--- src/rtl/audio_sample_pacer.sv ---
// Stereo sample FIFO drained at a fixed tick rate into registered PWM duty values.
// Optional: define AUDIO_PACER_UNDERRUN_MUTE_EN to force midscale output on an underrun tick.
module audio_sample_pacer #(
   parameter int DEPTH    = 8,
   parameter int TICK_DIV = 256
) (
   input  logic                     clk,
   input  logic                     aclr,
   input  logic                     enable,
   input  logic                     s_valid,
   input  logic [7:0]               s_left,
   input  logic [7:0]               s_right,
   output logic                     s_ready,
   output logic [7:0]               left_top,
   output logic [7:0]               right_top,
   output logic                     sample_strobe,
   output logic                     underrun,
   input  logic                     underrun_clr,
   output logic [$clog2(DEPTH):0]   fill
);

   localparam int PW = $clog2(DEPTH);
   localparam int CW = (TICK_DIV > 2) ? $clog2(TICK_DIV) : 1;
   localparam logic [CW-1:0] CNT_MAX = CW'(TICK_DIV - 1);
   localparam logic [PW:0]   FULL    = (PW + 1)'(DEPTH);
   localparam logic [7:0]    MID     = 8'h80;

   logic [CW-1:0] cnt_q, cnt_d;
   logic [PW-1:0] wr_ptr_q, wr_ptr_d, rd_ptr_q, rd_ptr_d;
   logic [PW:0]   fill_q, fill_d;
   logic [7:0]    left_q, left_d, right_q, right_d;
   logic          strobe_q, urun_q, urun_d;
   logic [15:0]   mem_q [DEPTH];

   logic tick, push, pop, urun_ev;

   // Pop decisions use registered occupancy only, so a pair pushed on a tick edge is never bypassed.
   always_comb begin
      tick     = enable && (cnt_q == CNT_MAX);
      push     = s_valid && s_ready;
      pop      = tick && (fill_q != '0);
      urun_ev  = tick && (fill_q == '0);

      cnt_d    = '0;
      if (enable && !tick) cnt_d = cnt_q + CW'(1);

      wr_ptr_d = push ? wr_ptr_q + PW'(1) : wr_ptr_q;
      rd_ptr_d = pop  ? rd_ptr_q + PW'(1) : rd_ptr_q;

      fill_d   = fill_q;
      case ({push, pop})
         2'b10:   fill_d = fill_q + (PW + 1)'(1);
         2'b01:   fill_d = fill_q - (PW + 1)'(1);
         default: fill_d = fill_q;
      endcase

      left_d   = left_q;
      right_d  = right_q;
      if (pop) begin
         left_d  = mem_q[rd_ptr_q][15:8];
         right_d = mem_q[rd_ptr_q][7:0];
      end
`ifdef AUDIO_PACER_UNDERRUN_MUTE_EN
      else if (urun_ev) begin
         left_d  = MID;
         right_d = MID;
      end
`else
`endif

      // A coincident clear loses to a new underrun.
      urun_d   = urun_q;
      if (urun_ev)           urun_d = 1'b1;
      else if (underrun_clr) urun_d = 1'b0;
   end

   always_ff @(posedge clk or negedge aclr) begin
      if (!aclr) begin
         cnt_q    <= '0;
         wr_ptr_q <= '0;
         rd_ptr_q <= '0;
         fill_q   <= '0;
         left_q   <= MID;
         right_q  <= MID;
         strobe_q <= 1'b0;
         urun_q   <= 1'b0;
      end else begin
         cnt_q    <= cnt_d;
         wr_ptr_q <= wr_ptr_d;
         rd_ptr_q <= rd_ptr_d;
         fill_q   <= fill_d;
         left_q   <= left_d;
         right_q  <= right_d;
         strobe_q <= pop;
         urun_q   <= urun_d;
      end
   end

   // Storage needs no reset; occupancy and pointers define what is valid.
   always_ff @(posedge clk) begin
      if (push) mem_q[wr_ptr_q] <= {s_left, s_right};
   end

   assign s_ready       = (fill_q < FULL);
   assign fill          = fill_q;
   assign left_top      = left_q;
   assign right_top     = right_q;
   assign sample_strobe = strobe_q;
   assign underrun      = urun_q;

endmodule
--- config.mk ---
export PLATFORM = sky130hd
export DESIGN_NAME = audio_sample_pacer
export DESIGN_NICKNAME = d
export VERILOG_FILES = /design/src/rtl/audio_sample_pacer.sv
export SDC_FILE = /design/constraint.sdc
export NUM_CORES = 1
export LEC_CHECK = 0
export CORE_ASPECT_RATIO = 0.75
export CORE_MARGIN = 4
export CORE_UTILIZATION = 40
export DETAILED_ROUTE_END_ITERATION = 16
export GPL_TIMING_DRIVEN = 0
export HOLD_SLACK_MARGIN = 0.08
export SLEW_MARGIN = 40
export SYNTH_ARGS = -nofsm -noshare
export SYNTH_HDL_FRONTEND = slang
export SYNTH_SLANG_ARGS = --single-unit
--- constraint.sdc ---
create_clock -name clk -period 2.6 [get_ports clk]
set_input_delay 0.39 -clock clk [delete_from_list [all_inputs] [get_ports clk]]
set_output_delay 0.39 -clock clk [all_outputs]
set_load 0.1 [all_outputs]
# Yosys cells after proc, flatten, opt, wreduce, memory -nomap -nowiden
# Memory sizes are Yosys's and may differ from the RTL's. A register that Yosys moved wholly into a read port is not among the register bits.
# Cells that the tools add are included.
word_totals:
  register_bits: 20
  ram_bits: 128
  in_bits: 21
  memories: 1
memory_table:
  columns: ["memory", "words", "width", "read_ports", "rd_clocked_by_memory_dff", "wr", "line_no", "text"]
  rows:
  - ["mem_q", 8, 16, 1, 1, 1, "33", "logic [15:0] mem_q [DEPTH];"]
classes:
  add_sub_neg: 5
  n_lt_le_gt_ge: 1
  eq_ne: 3
  mux: 6
  reduce_logical: 11
op_table:
  columns: ["cell", "count"]
  rows:
  - ["$add 8x1->8 const B", 1]
  - ["$eq 8x8->1 const B", 1]
  - ["$mux 8", 1]
  - ["$pmux 4 s2", 1]
  - ["$add 3x1->3 const B", 2]
  - ["$logic_and 1x1->1", 5]
  - ["$add 4x1->4 const B", 1]
  - ["$logic_not 4->1", 1]
  - ["$lt 4x4->1 const B", 1]
  - ["$mux 1", 4]
  - ["$reduce_bool 2->1", 2]
  - ["$reduce_bool 4->1", 1]
  - ["$sub 4x1->4 const B", 1]
  - ["$eq 2x1->1 const B", 1]
  - ["$eq 2x2->1 const B", 1]
  - ["$logic_not 1->1", 2]

# Depth between registers and ports, before layout
logic_depth:
  word_depth: 5
  mapped_depth: 11
  mapped_depth_nobuf: 10

# Least setup slack after synthesis
# Ideal clock, no wire load.
synth_path:
  path_type: "flip-flop to flip-flop"
  from: "register fill_q[1] (netlist: fill[1])"
  to: "register fill_q[2] (netlist: fill[2])"
  arrival_time_ns: 2.773
  required_ns: 2.435
  setup_slack_ns: -0.338
  path_stages_with_launch: 11
  n_path_buf: 1
  synth_period_minus_slack_ns: 2.938
  path_cell_list: "dfrtp_1 > o41ai_1 > nor4_1 > buf_2 > ha_1 > xor2_1 > ha_1 > a21oi_1 > xor2_1 > nor2_1 > xor2_1"
synth_between:
  elab_chain_len: 4
synth_lines:
  columns: ["item", "line_no", "text"]
  rows:
  - ["start, declared", "30", "logic [PW:0] fill_q, fill_d;"]
  - ["start signal, assigned", "91", "fill_q <= fill_d;"]
  - ["$reduce_bool 4->1 (*)", "41", "pop = tick && (fill_q != '0);"]
  - ["$logic_and 1x1->1 (*)", "41", null]
  - ["named net pop", "35", "logic tick, push, pop, urun_ev;"]
  - ["$eq 2x1->1 / $eq 2x2->1 (equally long branches)", "51", "case ({push, pop})"]
  - ["$pmux 4 s2 / $reduce_bool 2->1 (equally long branches)", null, null]
# The timed path passes the listed nets; every way through them passes the cells marked *.
# A chain may end at the register's enable or synchronous reset.

# Worst setup path in the final report
layout_path:
  from: "register cnt_q[0]"
  to: "register fill_q[2] (netlist: fill[2])"
layout_between:
  elab_chain_len: 5
layout_lines:
  columns: ["item", "line_no", "text"]
  rows:
  - ["start, declared", "28", "logic [CW-1:0] cnt_q, cnt_d;"]
  - ["start signal, assigned", "88", "cnt_q <= cnt_d;"]
  - ["$eq 8x8->1 (*)", "39", "tick = enable && (cnt_q == CNT_MAX);"]
  - ["$logic_and 1x1->1 (*)", "39", null]
  - ["$logic_and 1x1->1 (*)", "41", null]
  - ["named net pop", "35", null]
  - ["$eq 2x1->1 / $eq 2x2->1 (equally long branches)", "51", null]
  - ["$pmux 4 s2 / $reduce_bool 2->1 (equally long branches)", null, null]
# Marks and branches as above.

==> qor.csv <==
stage;metric;value;unit
floorplan;DIE HEIGHT;118.9;um
sta;Max Slew Vio Count;0;
route;DR vias/cell;5.136;
final_layout;layout cells sized above 1;31.92;%
floorplan;# IOs;44;
sta;Tmin final;2.360;ns
worst_setup_path;CP max-delay cell;dfrtp_1;
sta;Worst Tran Pin Value;0.7620;ns
sta;RSZ-0062 raised after global routing;no;
sta;Fin Setup TNS;0;ns
sta;Slew HR;49.20;%
sta;clk_skew;0.01368;ns
worst_setup_path;Crit. End Element;flip-flop;
clock_network;Worst-path clk slew;0.07;ns
synthesis;Synth Instances;316;
worst_setup_path;Worst EP required;2.90;ns
worst_setup_path;CP bufs+invs;1;
worst_setup_path;depth of the worst register-to-register path;11;
sta;fmax;0.4237;GHz
route;drt wl/cell;19.57;um
clock_network;H-tree depth;4;
route;# DRC;0;
worst_setup_path;worst r2r src;cnt_q[0]$_DFF_PN0_;
route;drt pass-1 iters;4;
grt;gr ovfl total;0;
synthesis;register area share after synthesis;72.43;%
route;wire length on met2;5.803;mm
worst_setup_path;critical-path cell list;ha_1, nand2_1, nor4_4, buf_6, ha_2, xor2_1, ha_1, a21oi_1, xor2_1, nor2_1, xor2_1;
synthesis;Async S/R FF share, synth;21.95;%
synthesis;cell with the most instances after synthesis;edfxtp_1;
hold_path;Min-Delay Startpoint;cnt_q[0]$_DFF_PN0_;
sta;Final Cycle Share;90.78;%
route;wl on met1;5.543;mm
final_layout;Final nets;416;
worst_setup_path;slowest stage delay, CP;0.39;ns
synthesis;#FFs+latches synth;164;
worst_setup_path;CP Max Fanout;5;
pwr;P_leak;2.833;nW
synthesis;top cells by area, synth;edfxtp_1, dfrtp_1, mux4_1;
clock_network;clock latency on the worst-skew pair;0.42;ns
synthesis;post-synth net total;343;
clock_network;CTS Buf Count;17;
hold_path;worst hold stages;1;
floorplan;Core Area;0.01607;mm2
clock_network;Num Clock Sinks;164;
grt;first-pass GRT wire length;19.00;mm
route;DRT iter0 DRCs;194;
clock_network;clk root buf;clkbuf_16;
hold_path;Hold Path End;cnt_q[0]$_DFF_PN0_;
floorplan;Die X;155.8;um
worst_setup_path;r2r endpoint;fill[2]$_DFFE_PN0P_;
grt;GRT Total Usage;13.91;%
route;WL met3;487;um
worst_setup_path;CP Class;reg -> reg;
outcome;status;completed;
hold_path;Worst Hold Class;reg -> reg;
route;Max Used Layer;met4;
final_layout;final core occ;49.48;%
route;Post-DRT Antenna Nets;0;
placed_design;I/O Buffers;43;
synthesis;YS warnings;0;
final_layout;Antenna Diode Count;0;
synthesis;area leader, netlist;edfxtp_1;
pwr;Worst VDD drop;0.0005804;V
floorplan;Site Rows;40;
grt;initial antenna violation count;0;
placed_design;gpl congestion;0.6770;
floorplan;Die ar.;0.01852;mm2
placed_design;final HPWL from detailed placement;7.685;mm
worst_setup_path;r2r setup slk;0.24;ns
synthesis;top cell type's share of synthesized area;58.65;%
run;MaxCap Viol Count;0;
sta;Final Setup Violations;0;
floorplan;Starting Density;40.79;%
synthesis;Synth Cell Area;0.006554;mm2
clock_network;Clock Tree Buf Depth;2;
route;routed wire length;11.96;mm
grt;vias in the first global route;3292;
worst_setup_path;CP arrival;2.66;ns
grt;largest net degree at the start of global routing;37;
final_layout;Area Growth Syn to Fin;21.29;%
pwr;PD cells;832.0;mW/mm2
clock_network;CTS tree;yes;
synthesis;syn_area_per_cell;20.74;um2
worst_setup_path;startpoint types;flip-flop;
sta;Final Hold Viols;0;
route;via count of the routed design;3138;
synthesis;predominant post-synthesis flop cell;edfxtp_1;
worst_setup_path;CP dominant cell by count;xor2_1;
worst_setup_path;CP top delay family;adder cells;
synthesis;top post-synthesis cells by count;edfxtp_1, dfrtp_1, mux4_1;
synthesis;Yosys cell types;33;
synthesis;Post-synth EDFFs;128;
==> cell type report <==
class,instances,area (um2)
Timing Repair Buffer,54,450.4
Multi-Input combinational cell,137,1802
Clock inverter,14,152.6
Tap cell,210,262.8
Fill cell,1317,8117
Buffer,12,92.59
Clock buffer,17,425.4
Sequential cell,164,4752
Inverter,3,11.26
==> layout by cell type (no fill, tap or decap), drive strengths merged, types with 8 or more instances in the layout <==
cell type,Yosys,final
inv,3,8
dfrtp,34,34
clkdlybuf4s50,0,19
mux4,32,32
nor2,14,14
edfxtp,128,128
clkbuf,5,22
xnor2,8,8
buf,7,41
mux2,35,35
nand2,9,9
==> cell families (layout without fill, tap and decap cells) <==
| group | Yosys count | count (layout) | share of synthesized area, % |
|---|---|---|---|
| fa+ha+maj | 6 | 6 | 1.145 |
| flops | 164 | 164 | 72.43 |
| xor+xnor | 14 | 14 | 1.871 |
| compound gates | 8 | 8 | 0.8401 |
| simple gates | 42 | 42 | 2.978 |
| mux | 67 | 67 | 19.24 |
| buf+inv | 15 | 100 | 1.489 |
==> layer usage <==
metal,GRT usage (%),vias to the layer above
met1,19.40,1643
met5,0,-
li1,-,1424
met2,21.80,60
met4,4.265,0
met3,3.378,11
==> flip-flops by register name, indices dropped and copies added (netlist names) <==
name / flops
mem_q: 128
cnt_q: 8
left_top: 8
right_top: 8
fill: 4
rd_ptr_q: 3
wr_ptr_q: 3
sample_strobe: 1
underrun: 1
==> how the worst max path moves through the flow <==
stage                              from                     end  slack (ns)  depth (start not counted)
floorplan           fill[1]$_DFFE_PN0P_     fill[2]$_DFFE_PN0P_        0.04                         10
global placement                s_valid   mem_q[5][4]$_DFFE_PP_       -0.67                          4
detailed placement               enable     fill[2]$_DFFE_PN0P_       -0.56                         11
CTS                 fill[1]$_DFFE_PN0P_     fill[2]$_DFFE_PN0P_        0.02                         10
global route        fill[3]$_DFFE_PN0P_  mem_q[0][13]$_DFFE_PP_        0.08                          4
finish               cnt_q[0]$_DFF_PN0_     fill[2]$_DFFE_PN0P_        0.24                         11
==> metrics by stage <==
| step | cells | setup WS (ns) | area [um2] | hold slack (ns) | power [mW] |
|---|---|---|---|---|---|
| floorplan | 316 | 0.03564 | 6569 | 0.09441 | 3.864 |
| detailed placement | 577 | -0.5591 | 7315 | 0.4195 | 4.236 |
| global route | 611 | 0.07770 | 7949 | 0.5149 | 6.889 |
| finish | 611 | 0.2398 | 7949 | 0.4897 | 6.613 |
| global placement | 569 | -0.6697 | 7262 | 0.4729 | 4.121 |
| CTS | 609 | 0.02426 | 7924 | 0.4941 | 6.675 |
==> report_power, final <==
group,internal [mW],leakage [nW],switching [mW]
clock network,1.42,0.276,1.01
logic,0.268,0.927,0.654
registers,3.10,1.63,0.153
==> timing repair <==
item                                    4_1_cts  5_1_grt
hold endpoints to repair                     34        0
endpoints found under the setup margin        3        1
hold buffers                                  1        0
setup buffers                                 0        2
gates resized for setup                       4        2
pin swaps                                     0        0
Power figures use the tool's default switching activity.
